$ cat src/rtl/alu_pkg.sv
`default_nettype none
// ------------------------------------------------------------------
// alu_pkg : state encoding and slice select codes for the sequencer
// Rev 1.0
// ------------------------------------------------------------------
package alu_pkg;
    localparam int NIBBLE_W = 4;

    localparam logic [3:0] SEL_ADD = 4'b1001;
    localparam logic [3:0] SEL_AND = 4'b1011;
    localparam logic [3:0] SEL_XOR = 4'b0110;

    typedef enum logic [1:0] {
        IDLE = 2'd0,
        RUN  = 2'd1,
        DONE = 2'd2
    } state_t;
endpackage
`default_nettype wire

$ cat src/rtl/alu_seq_fsm.sv
`default_nettype none
// ------------------------------------------------------------------
// alu_seq_fsm : IDLE/RUN/DONE control, nibble counter and handshakes
// Rev 1.0
// ------------------------------------------------------------------
module alu_seq_fsm
    import alu_pkg::*;
#(
    parameter int NIB = 4
) (
    input  logic                   clk,
    input  logic                   rst_n,
    input  logic                   flush_i,
    input  logic                   in_valid_i,
    input  logic                   out_ready_i,
    output logic                   in_ready_o,
    output logic                   out_valid_o,
    output logic                   accept_o,
    output logic                   run_o,
    output logic                   last_o,
    output logic [$clog2(NIB)-1:0] cnt_o
);
    localparam int               CNT_W  = $clog2(NIB);
    localparam logic [CNT_W-1:0] C_LAST = CNT_W'(NIB - 1);

    state_t           state_q;
    logic [CNT_W-1:0] cnt_q;
    logic             in_ready_q;
    logic             out_valid_q;

    assign accept_o    = (state_q == IDLE) && in_valid_i && !flush_i;
    assign run_o       = (state_q == RUN);
    assign last_o      = run_o && (cnt_q == C_LAST);
    assign cnt_o       = cnt_q;
    assign in_ready_o  = in_ready_q;
    assign out_valid_o = out_valid_q;

    // flush shares the reset values but is sampled synchronously
    always_ff @(posedge clk or negedge rst_n) begin
        if (!rst_n) begin
            state_q     <= IDLE;
            cnt_q       <= '0;
            in_ready_q  <= 1'b1;
            out_valid_q <= 1'b0;
        end else if (flush_i) begin
            state_q     <= IDLE;
            cnt_q       <= '0;
            in_ready_q  <= 1'b1;
            out_valid_q <= 1'b0;
        end else begin
            case (state_q)
                IDLE: begin
                    if (in_valid_i) begin
                        state_q    <= RUN;
                        cnt_q      <= '0;
                        in_ready_q <= 1'b0;
                    end
                end
                RUN: begin
                    if (cnt_q == C_LAST) begin
                        state_q     <= DONE;
                        out_valid_q <= 1'b1;
                    end else begin
                        cnt_q <= cnt_q + CNT_W'(1);
                    end
                end
                DONE: begin
                    if (out_ready_i) begin
                        state_q     <= IDLE;
                        out_valid_q <= 1'b0;
                        in_ready_q  <= 1'b1;
                    end
                end
                default: begin
                    state_q     <= IDLE;
                    cnt_q       <= '0;
                    in_ready_q  <= 1'b1;
                    out_valid_q <= 1'b0;
                end
            endcase
        end
    end
endmodule
`default_nettype wire

$ cat src/rtl/alu_nibble_sequencer.sv
`default_nettype none
// ------------------------------------------------------------------
// alu_nibble_sequencer : runs a WIDTH-bit op through a 4-bit ALU slice,
// one nibble per clock, LSB first. Define ALU_SEQ_FLAGS_EN for zero/neg flags.
// Rev 1.0
// ------------------------------------------------------------------
module alu_nibble_sequencer
    import alu_pkg::*;
#(
    parameter int WIDTH = 16
) (
    input  logic             clk,
    input  logic             rst_n,
    input  logic             flush,
    input  logic             in_valid,
    output logic             in_ready,
    input  logic [WIDTH-1:0] in_a,
    input  logic [WIDTH-1:0] in_b,
    input  logic [3:0]       in_s,
    input  logic             in_m,
    input  logic             in_cin,
    output logic [3:0]       slc_a,
    output logic [3:0]       slc_b,
    output logic [3:0]       slc_s,
    output logic             slc_m,
    output logic             slc_cin,
    input  logic [3:0]       slc_f,
    input  logic             slc_cout,
    output logic             out_valid,
    input  logic             out_ready,
    output logic [WIDTH-1:0] out_f,
    output logic             out_cout,
    output logic             out_zero,
    output logic             out_neg
);
    localparam int NIB   = WIDTH / NIBBLE_W;
    localparam int CNT_W = $clog2(NIB);
    localparam int IDX_W = CNT_W + 2;

    logic             w_accept;
    logic             w_run;
    logic             w_last;
    logic [CNT_W-1:0] w_cnt;
    logic [IDX_W-1:0] w_base;

    logic [WIDTH-1:0] a_q;
    logic [WIDTH-1:0] b_q;
    logic [3:0]       s_q;
    logic             m_q;
    logic             carry_q;
    logic [WIDTH-1:0] res_q;
    logic             cout_q;

    alu_seq_fsm #(
        .NIB (NIB)
    ) u_fsm (
        .clk         (clk),
        .rst_n       (rst_n),
        .flush_i     (flush),
        .in_valid_i  (in_valid),
        .out_ready_i (out_ready),
        .in_ready_o  (in_ready),
        .out_valid_o (out_valid),
        .accept_o    (w_accept),
        .run_o       (w_run),
        .last_o      (w_last),
        .cnt_o       (w_cnt)
    );

    assign w_base = {w_cnt, 2'b00};

    assign slc_a   = w_run ? a_q[w_base +: NIBBLE_W] : '0;
    assign slc_b   = w_run ? b_q[w_base +: NIBBLE_W] : '0;
    assign slc_s   = s_q;
    assign slc_m   = m_q;
    assign slc_cin = carry_q;

    assign out_f    = res_q;
    assign out_cout = cout_q;

    // carry ripples in logic mode too; the slice decides whether to use it
    always_ff @(posedge clk or negedge rst_n) begin
        if (!rst_n) begin
            a_q     <= '0;
            b_q     <= '0;
            s_q     <= '0;
            m_q     <= 1'b0;
            carry_q <= 1'b0;
            res_q   <= '0;
            cout_q  <= 1'b0;
        end else if (flush) begin
            res_q   <= '0;
            cout_q  <= 1'b0;
        end else if (w_accept) begin
            a_q     <= in_a;
            b_q     <= in_b;
            s_q     <= in_s;
            m_q     <= in_m;
            carry_q <= in_cin;
            res_q   <= '0;
            cout_q  <= 1'b0;
        end else if (w_run) begin
            res_q[w_base +: NIBBLE_W] <= slc_f;
            carry_q                   <= slc_cout;
            if (w_last) begin
                cout_q <= slc_cout;
            end
        end
    end

`ifdef ALU_SEQ_FLAGS_EN
    logic [WIDTH-1:0] w_res_fin;
    logic             zero_q;
    logic             neg_q;

    // final result as it will look after the last nibble is written
    always_comb begin
        w_res_fin                     = res_q;
        w_res_fin[w_base +: NIBBLE_W] = slc_f;
    end

    always_ff @(posedge clk or negedge rst_n) begin
        if (!rst_n) begin
            zero_q <= 1'b0;
            neg_q  <= 1'b0;
        end else if (flush || w_accept) begin
            zero_q <= 1'b0;
            neg_q  <= 1'b0;
        end else if (w_last) begin
            zero_q <= (w_res_fin == '0);
            neg_q  <= w_res_fin[WIDTH-1];
        end
    end

    assign out_zero = zero_q;
    assign out_neg  = neg_q;
`else
    assign out_zero = 1'b0;
    assign out_neg  = 1'b0;
`endif
endmodule
`default_nettype wire

$ cat config.mk
export PLATFORM = sky130hd
export DESIGN_NAME = alu_nibble_sequencer
export DESIGN_NICKNAME = d
export VERILOG_FILES = /design/src/rtl/alu_pkg.sv /design/src/rtl/alu_seq_fsm.sv /design/src/rtl/alu_nibble_sequencer.sv
export SDC_FILE = /design/constraint.sdc
export NUM_CORES = 1
export LEC_CHECK = 0
export BUFFER_PORTS_ARGS = -buffer_cell sky130_fd_sc_hd__buf_2
export CORE_MARGIN = 2
export CORE_UTILIZATION = 47
export DETAILED_ROUTE_END_ITERATION = 16
export PLACE_DENSITY = 0.76
export SYNTH_ARGS = -nofsm -noshare
export SYNTH_HDL_FRONTEND = slang
export SYNTH_SLANG_ARGS = --single-unit
$ cat constraint.sdc
create_clock -name clk -period 1.97 [get_ports clk]
set_input_delay 0.2955 -clock clk [delete_from_list [all_inputs] [get_ports clk]]
set_output_delay 0.2955 -clock clk [all_outputs]
set_load 0.01 [all_outputs]
After elaboration in Yosys (flattened, before gate mapping)

Index checks and enable logic that the tools add are counted.

Register bits: 61
Bits of input ports: 48
Output and inout port bits: 35
Word-level logic and storage cells: 72

$add $sub $neg: 2
Equal/unequal tests: 10
Shifts and indexed selects: 4
Muxes and demuxes: 29
Bitwise operators: 1
Reductions and logical operators: 15

Operators by type and width:

| operator               | count |
|---|---|
| $mux 16                | 3 |
| $shiftx 16x5->4        | 2 |
| $bwmux 16              | 1 |
| $shift 4x6->16 const A | 1 |
| $shiftx 4x6->16        | 1 |
| $mux 2                 | 7 |
| $mux 1                 | 12 |
| $ne 3x3->1 const B     | 4 |
| $pmux 2 s3             | 2 |
| $reduce_and 3->1       | 4 |
| $mux 4                 | 2 |
| $ne 2x2->1 const B     | 3 |
| $neg 4->6              | 1 |
| $pmux 1 s3             | 2 |
| $reduce_and 2->1       | 3 |
| $reduce_bool 3->1      | 2 |
| $eq 2x2->1 const B     | 2 |
| $logic_and 1x1->1      | 3 |
| $add 2x1->2 const B    | 1 |
| $eq 2x1->1 const B     | 1 |
| $logic_not 2->1        | 1 |
| $reduce_bool 2->1      | 1 |
| $logic_not 1->1        | 1 |
| $not 1->1              | 1 |

Logic depth before layout (Yosys ltp)

Gate-level depths: netlist of run 1.

Word-level depth: 6
Depth in mapped cells: 7
Depth with buffers taken out: 5

Cells and area by module

From an unflattened synthesis of run 1, not the netlist that was laid out.

Cells, all modules: 221
Area total of the unflattened synthesis: 2919.0 um^2

By module, submodules not included:

| module               | instances | cells each | area an instance (um^2) | seq. area each (um^2) |
|---|---|---|---|---|
| alu_nibble_sequencer | 1         | 190        | 2597.5                  | 1376.3 |
| alu_seq_fsm          | 1         | 31         | 321.6                   | 151.4 |

Worst setup path after synthesis of run 1

No wires, ideal clock.

Path kind: register -> register
Start point: register u_fsm.cnt_q[0], in the netlist u_fsm.cnt_o[0]
End point: register res_q[12], in the netlist out_f[12]
Library setup time: 78 ps
Arrival: 1936 ps
Data required time: 1892 ps
Slack: -44 ps
Stages on the path, launching flop included: 8
Path buffers: 2
Clock period less this slack: 2014 ps
Path through: dfrtp_1 buf_2 inv_1 ha_1 clkbuf_1 nor3b_1 nand4_1 a21oi_1

Cells in the longest elaborated chain, start to end: 6
Elaborated cells on any way between the ends: 7
Those cells by class: 1 x add/sub; 2 x shift; 4 x mux

RTL lines:

| what                                                     | RTL line                    | source |
|---|---|---|
| from (decl)                                              | alu_seq_fsm.sv:27           | `logic [CNT_W-1:0] cnt_q;` |
| from (signal assigned)                                   | alu_seq_fsm.sv:64           | `cnt_q <= cnt_q + CNT_W'(1);` |
| $neg 4->6 (*)                                            | alu_nibble_sequencer.sv:103 | `res_q[w_base +: NIBBLE_W] <= slc_f;` |
| $shiftx 4x6->16 / $shift 4x6->16 (equally long branches) | alu_nibble_sequencer.sv:103 |  |
| $bwmux 16 (*)                                            | alu_nibble_sequencer.sv:103 |  |
| $mux 16 (*)                                              | alu_nibble_sequencer.sv:102 | `end else if (w_run) begin` |
| $mux 16 (*)                                              | alu_nibble_sequencer.sv:94  | `end else if (w_accept) begin` |
| $mux 16 (*)                                              | alu_nibble_sequencer.sv:91  | `end else if (flush) begin` |
| to (signal, indexed assignment)                          | alu_nibble_sequencer.sv:103 |  |
| to (decl)                                                | alu_nibble_sequencer.sv:51  | `logic [WIDTH-1:0] res_q;` |

Mark *: on every way between the ends. The rest lies on a longest branch, timed or not. The select of a mux whose other input is x is not followed.
A chain may end at the register's enable or synchronous reset.

Final worst setup path of run 1

Start point: register u_fsm.cnt_q[0], in the netlist u_fsm.cnt_o[0]
End point: output slc_b[0]

Cells in the longest elaborated chain, start to end: 2

RTL lines:

| what            | RTL line                   | source |
|---|---|---|
| $shiftx 16x5->4 | alu_nibble_sequencer.sv:73 | `assign slc_b = w_run ? b_q[w_base +: NIBBLE_W] : '0;` |
| $mux 4          | alu_nibble_sequencer.sv:73 |  |
| to (decl)       | alu_nibble_sequencer.sv:23 | `output logic [3:0] slc_b,` |

Every way passes these cells.

==> impl_results.md, run 1 <==
* Register area share after synthesis at 50.60%
* Mapped Cells at 219
* Clock tree buffer depth at 2
* Max-slew headroom at 58.79%
* Final WL at 6.301 mm
* Hold_ws at 189.8 ps
* Reg2Reg Setup Slack at 270 ps
* Fin area at 3770 um2
* Sink Count at 61
* Top cell family by delay on the critical path: multiplexers
* Die Footprint at 7081 um2
* Die span in x at 84.15 um
* Status: complete, no violations
* Worst path cell trace: buf_8 > mux4_2 > and2_1 > buf_2
* Starting Density at 48.10%
* WP data arrival at 1660 ps
* Setup Skew at 8.054 ps
* Syn avg cell area at 13.79 um2
* Clock Power Share at 34.4%
* Boundary Pins at 83
* Slew @ Worst Pin at 618.2 ps
* Number of inserted diodes at 0
* Reg2Reg Capture Point: out_f[12]
* Post-synth cell types at 36
* Area fraction of the dominant cell type after synthesis at 49.73%
* Synth warnings at 0
* Congestion Overflow GR at 0
* CP Capture Type: output port
* Slowest CP cell: mux4_2
* Clk Latency, worst-skew pair at 330 ps
* Worst path depth at 4
* Tmin final at 1955 ps
* R2R cell count at 6
* CTS tree: done
* Leading area contributor after synthesis: dfrtp_1
* Nets at 359
* Post-Route Setup TNS at 0 ps
* Count leader, synth: dfrtp_1
* Worst Path Buf+Inv at 2
* Pleak at 1.888 nW
* CTS H-tree lvls at 3
* RR Startpoint: u_fsm.cnt_o[0]
* Share of cells above drive strength 1 at 53.05%
* CTS root buffer: clkbuf_8
* Die Y at 84.15 um
* Mapped Area at 3019 um2
* # Max-Cap Violations at 0
* Fmax at 0.5114 GHz
* Initial DRC Count at 81
* GPL Wtd Cong at 0.7998
* Post-DP HPWL at 4.548 mm
* Worst Setup EP: slc_b[0]
* Main synth FF type: dfrtp_1
* P&R area growth vs syn at 24.87%
* Wire per inst at 16.24 um
* Sequential share of power at 43.9%
* Drt pass-1 iters at 4
* Max incr delay on CP at 510 ps
* CP Launch Type: register
* Final slew viol count at 0
* Peak VDD IR at 0.0004748 V
* Num CTS Buffers at 9
* Pin count of the biggest net entering global routing at 41
* DRC violations left at 0
* Cell internal pwr at 2.665 mW
* Via Count at 2004
* Post-synth ARST share at 100.0%
* Crit path kind: register to output port
* Worst EP required at 1670 ps
* Hold Fails Final Rpt at 0
* PD cells at 939.0 nW/um2
* Initial antenna violation count at 0
* Comb power frac at 21.8%
* Core ar. at 6277 um2
* IO buf count at 80
* Crit path launch: u_fsm.cnt_o[0]
* Sw Pwr at 0.8747 mW
* Switching Fraction at 24.71%
* Critical path peak fanout at 8
* GRT Overall Usage at 18.94%
* Power Total at 3.540 mW
* Count of final setup violators at 0
* Global-route wire length before repair at 10.41 mm
* Dominant cells by area after synthesis: dfrtp_1 (50%), mux2_4 (18%), mux4_2 (6.0%)
* Hold Path Class: primary input to register
* Antenna Nets Post-Route at 0
* DP Area at 3477 um2
* Period utilization at 99.26%
* Site Rows at 29
* Routed vias/inst at 5.165
* Post-synth EDFFs at 0
* Synthesis-stage register bit count at 61
* Top cells by count, synth: dfrtp_1 (60), mux2_4 (37), a21oi_1 (18), nand2_1 (14), nand4_1 (12)
* Vias in the first global route at 2107
* RSZ-0062 raised after global routing: true
* Clk pin slew, worst setup/hold paths at 70 ps
stage by stage:
stage | setup slack [ps] | utilization (%) | std cells
floorplan | 51.49 | - | 220
global placement | 281.6 | 55.39 | 370
detailed placement | 261.6 | 55.39 | 370
CTS | -17.95 | 59.64 | 388
global route | -52.21 | 60.06 | 388
finish | 14.61 | 60.06 | 388
timing repair:
item,CTS,global route
setup buffers,1,0
pin swaps,5,1
hold buffers,1,0
hold endpoints to repair,23,0
setup endpoints to repair,8,8
resized for setup,6,6
sequential cells by signal, indices dropped and copies added, names as in the netlist:
register,flops
a_q,16
b_q,16
out_cout,1
out_f,16
slc_cin,1
slc_m,1
slc_s,4
u_fsm.cnt_o,2
u_fsm.in_ready_o,1
u_fsm.out_valid_o,1
u_fsm.state_q,2
kinds of logic after synthesis:
group,count (synthesis),synth area share [%]
and+or+nand+nor,55,10.69
buffers and inverters,21,5.387
AOI/OAI and AO/OA,28,5.677
adders and majority gates,5,2.072
muxes,48,25.45
DFF,61,50.60
other,1,0.1242
worst min-delay path by stage:
stage                  start      end  slack [ps]  cells past startpoint
floorplan              rst_n   a_q[0]       -0.09                      0
global placement       rst_n   a_q[7]         340                      1
detailed placement     rst_n   a_q[7]         350                      1
CTS                  in_a[9]   a_q[9]         180                      2
global route        in_b[12]  b_q[12]         180                      2
finish               in_b[2]   b_q[2]         190                      2
power groups by stage:
stage | combinational, mW | sequential, mW | clock [mW]
2_1_floorplan | 0.520 | 1.55 | 0
3_3_place_gp | 0.712 | 1.56 | 0
3_5_place_dp | 0.734 | 1.57 | 0
4_1_cts | 0.758 | 1.55 | 1.26
5_1_grt | 0.830 | 1.58 | 1.31
6_report | 0.771 | 1.55 | 1.22
layer usage:
metal  vias to the layer above  routed length (um)  part of all wire, %  track usage [%]
li1                        952                   -                    -                -
met1                       983                2770                   44            25.36
met2                        57                3159                   50            29.87
met3                        12                 253                  4.0            3.638
met4                         0                 117                  1.9            9.091
met5                         -                   0                    0                0
area by class of cell:
class	count	area, um2
Inverter	4	15.01
Clock inverter	6	86.33
Clock buffer	10	137.6
Timing Repair Buffer	92	556.8
Fill cell	508	2507
Tap cell	77	96.34
Multi-Input combinational cell	138	1350
Sequential cell	61	1528
cells in the final DEF, fill, tap and decap left out, types with 2 or more instances in the layout:
| master | Yosys | routed |
|---|---|---|
| nand2_1 | 14 | 14 |
| nor2b_1 | 2 | 2 |
| nand4_1 | 12 | 12 |
| dfrtp_1 | 60 | 60 |
| conb_1 | 1 | 2 |
| a22o_1 | 5 | 5 |
| mux2_4 | 37 | 37 |
| nand3b_1 | 3 | 3 |
| buf_12 | 3 | 2 |
| clkbuf_8 | 0 | 10 |
| inv_1 | 4 | 4 |
| o21bai_1 | 2 | 2 |
| and2_4 | 0 | 5 |
| nor2_1 | 7 | 7 |
| clkinv_2 | 0 | 2 |
| buf_2 | 1 | 75 |
| a21oi_1 | 18 | 18 |
| and2_1 | 8 | 3 |
| buf_6 | 2 | 5 |
| mux4_2 | 8 | 8 |
| bufinv_16 | 0 | 2 |
| ha_1 | 5 | 5 |
| mux2_2 | 2 | 2 |
| buf_4 | 2 | 8 |
Note: power is estimated with default switching activity, not from simulation.
==> inputs of run 2 (changes only) <==
--- a/config.mk
+++ b/config.mk
@@ -8,8 +8,10 @@
 export BUFFER_PORTS_ARGS = -buffer_cell sky130_fd_sc_hd__buf_2
 export CORE_MARGIN = 2
 export CORE_UTILIZATION = 47
+export CTS_CLUSTER_SIZE = 25
 export DETAILED_ROUTE_END_ITERATION = 16
 export PLACE_DENSITY = 0.76
+export RECOVER_POWER = 100
 export SYNTH_ARGS = -nofsm -noshare
 export SYNTH_HDL_FRONTEND = slang
 export SYNTH_SLANG_ARGS = --single-unit
==> impl_results.md, run 2 (synthesized netlist as in run 1, its figures left out) <==
* Status: complete, no violations
* WP data arrival at 1660 ps
* Vias in the first global route at 2107
* Clk Latency, worst-skew pair at 330 ps
* Worst path cell trace: buf_8 > mux4_2 > and2_1 > buf_2
* DRC violations left at 0
* GPL Wtd Cong at 0.7998
* Share of cells above drive strength 1 at 33.44%
* Post-Route Setup TNS at 0 ps
* Num CTS Buffers at 9
* Hold_ws at 169.6 ps
* Reg area at 1528 um2
* Peak VDD IR at 0.0004378 V
* Met2 WL at 3.124 mm
* Commonest non-fill, non-tap cells in the layout: dfrtp_1 (60), buf_2 (49), mux2_1 (33), clkbuf_1 (28), a21oi_1 (18)
* Pleak at 1.604 nW
* Via Count at 2001
* CTS tree: done
* Clk pin slew, worst setup/hold paths at 70 ps
* Site Rows at 29
* Global-route wire length before repair at 10.41 mm
* Clock tree buffer depth at 2
* Slew @ Worst Pin at 653.9 ps
* CTS root buffer: clkbuf_8
* Post-Layout Cell Count at 388
* P&R area growth vs syn at 18.44%
* Hold Path Class: primary input to register
* Max incr delay on CP at 510 ps
* Routed vias/inst at 5.157
* CP Capture Type: output port
* Boundary Pins at 83
* # Max-Cap Violations at 0
* HP Start: in_a[6]
* IO buf count at 80
* Period utilization at 99.07%
* Worst EP required at 1670 ps
* Initial DRC Count at 85
* RSZ-0062 raised after global routing: true
* Die Footprint at 7081 um2
* Max-slew headroom at 56.41%
* Met1 wire length at 2.717 mm
* Top sig layer: met4
* Nets at 359
* Pin count of the biggest net entering global routing at 41
* Die span in x at 84.15 um
* Congestion Overflow GR at 0
* GRT Overall Usage at 18.94%
* Tmin final at 1952 ps
* Sink Count at 61
* CTS H-tree lvls at 3
* Starting Density at 48.10%
* Drt pass-1 iters at 4
* Fin area at 3576 um2
* DP Area at 3477 um2
* Hold Fails Final Rpt at 0
* RR Startpoint: u_fsm.cnt_o[0]
* PD cells at 946.2 nW/um2
* Critical path peak fanout at 8
* Final WL at 6.261 mm
* Fmax at 0.5124 GHz
* Setup Skew at 7.841 ps
* Initial antenna violation count at 0
* CP Launch Type: register
* Number of inserted diodes at 0
* Crit path kind: register to output port
* Slowest CP cell: mux4_2
* Core ar. at 6277 um2
* Die Y at 84.15 um
* Area of the multi-input gates at 1226 um2
* Antenna Nets Post-Route at 0
* Crit path launch: u_fsm.cnt_o[0]
* Fill cells at 566
* Final slew viol count at 0
* Inst Count DP at 370
* Leading cell type in the layout, fill and taps excluded: dfrtp_1
* Wire per inst at 16.14 um
* Post-DP HPWL at 4.548 mm
* Count of final setup violators at 0
* Met3 Routed Length at 299 um
==> run 2: changes by cell type in the layout (fill, tap and decap cells not counted), sizes merged <==
cell and change:
buf -30, clkbuf +30
==> run 2: routing by layer <==
metal | vias up | GRT usage, %
met5 | - | 0
met3 | 11 | 3.638
met1 | 978 | 25.36
met4 | 0 | 9.091
met2 | 59 | 29.87
li1 | 953 | -
==> run 2: path summary, 6_finish.rpt <==
path / endpoint / slack (ps) / cells past startpoint
worst max-delay path: slc_b[0] / 20 / 4
worst min-delay path: a_q[6] / 170 / 2
worst max register to register: out_cout / 200 / 6
worst min register to register: slc_s[3] / 500 / 1
max in group asynchronous: out_f[5] / 350 / 3
min in group asynchronous: a_q[7] / 540 / 2
==> run 2: metrics by stage <==
stage	setup WS, ps	power (mW)	utilization [%]
2_1_floorplan	51.49	2.073	-
3_3_place_gp	281.6	2.271	55.39
3_5_place_dp	261.6	2.304	55.39
4_1_cts	-17.95	3.568	59.64
5_1_grt	-52.21	3.556	56.97
6_report	18.29	3.384	56.97
==> run 2: area by class of cell <==
type / instances / area share [%]
clock buffer: 10 / 3.849
clock inverter: 6 / 2.414
inverter: 4 / 0.4199
multi-input combinational: 138 / 34.29
sequential: 61 / 42.72
tap: 77 / 2.694
timing repair buffer: 92 / 13.61
==> run 2: what timing repair did <==
item	in CTS	in global routing
setup buffers	1	0
setup endpoints to repair	8	8
cloned	0	0
hold buffers	1	0
gates resized for setup	6	6
endpoints found under the hold margin	23	0
pin swaps	5	1
==> run 2: report_power, final <==
part	switching, mW	total, mW	internal, mW
Clock	0.473	1.22	0.744
Combinational	0.281	0.620	0.340
Sequential	0.106	1.55	1.44
==> run 2: critical path, delay by kind of cell (launching register included) <==
kind	cells	cell delay [ps]
buffers and inverters	2	300
and+or+nand+nor	1	150
DFF	1	370
muxes	1	510
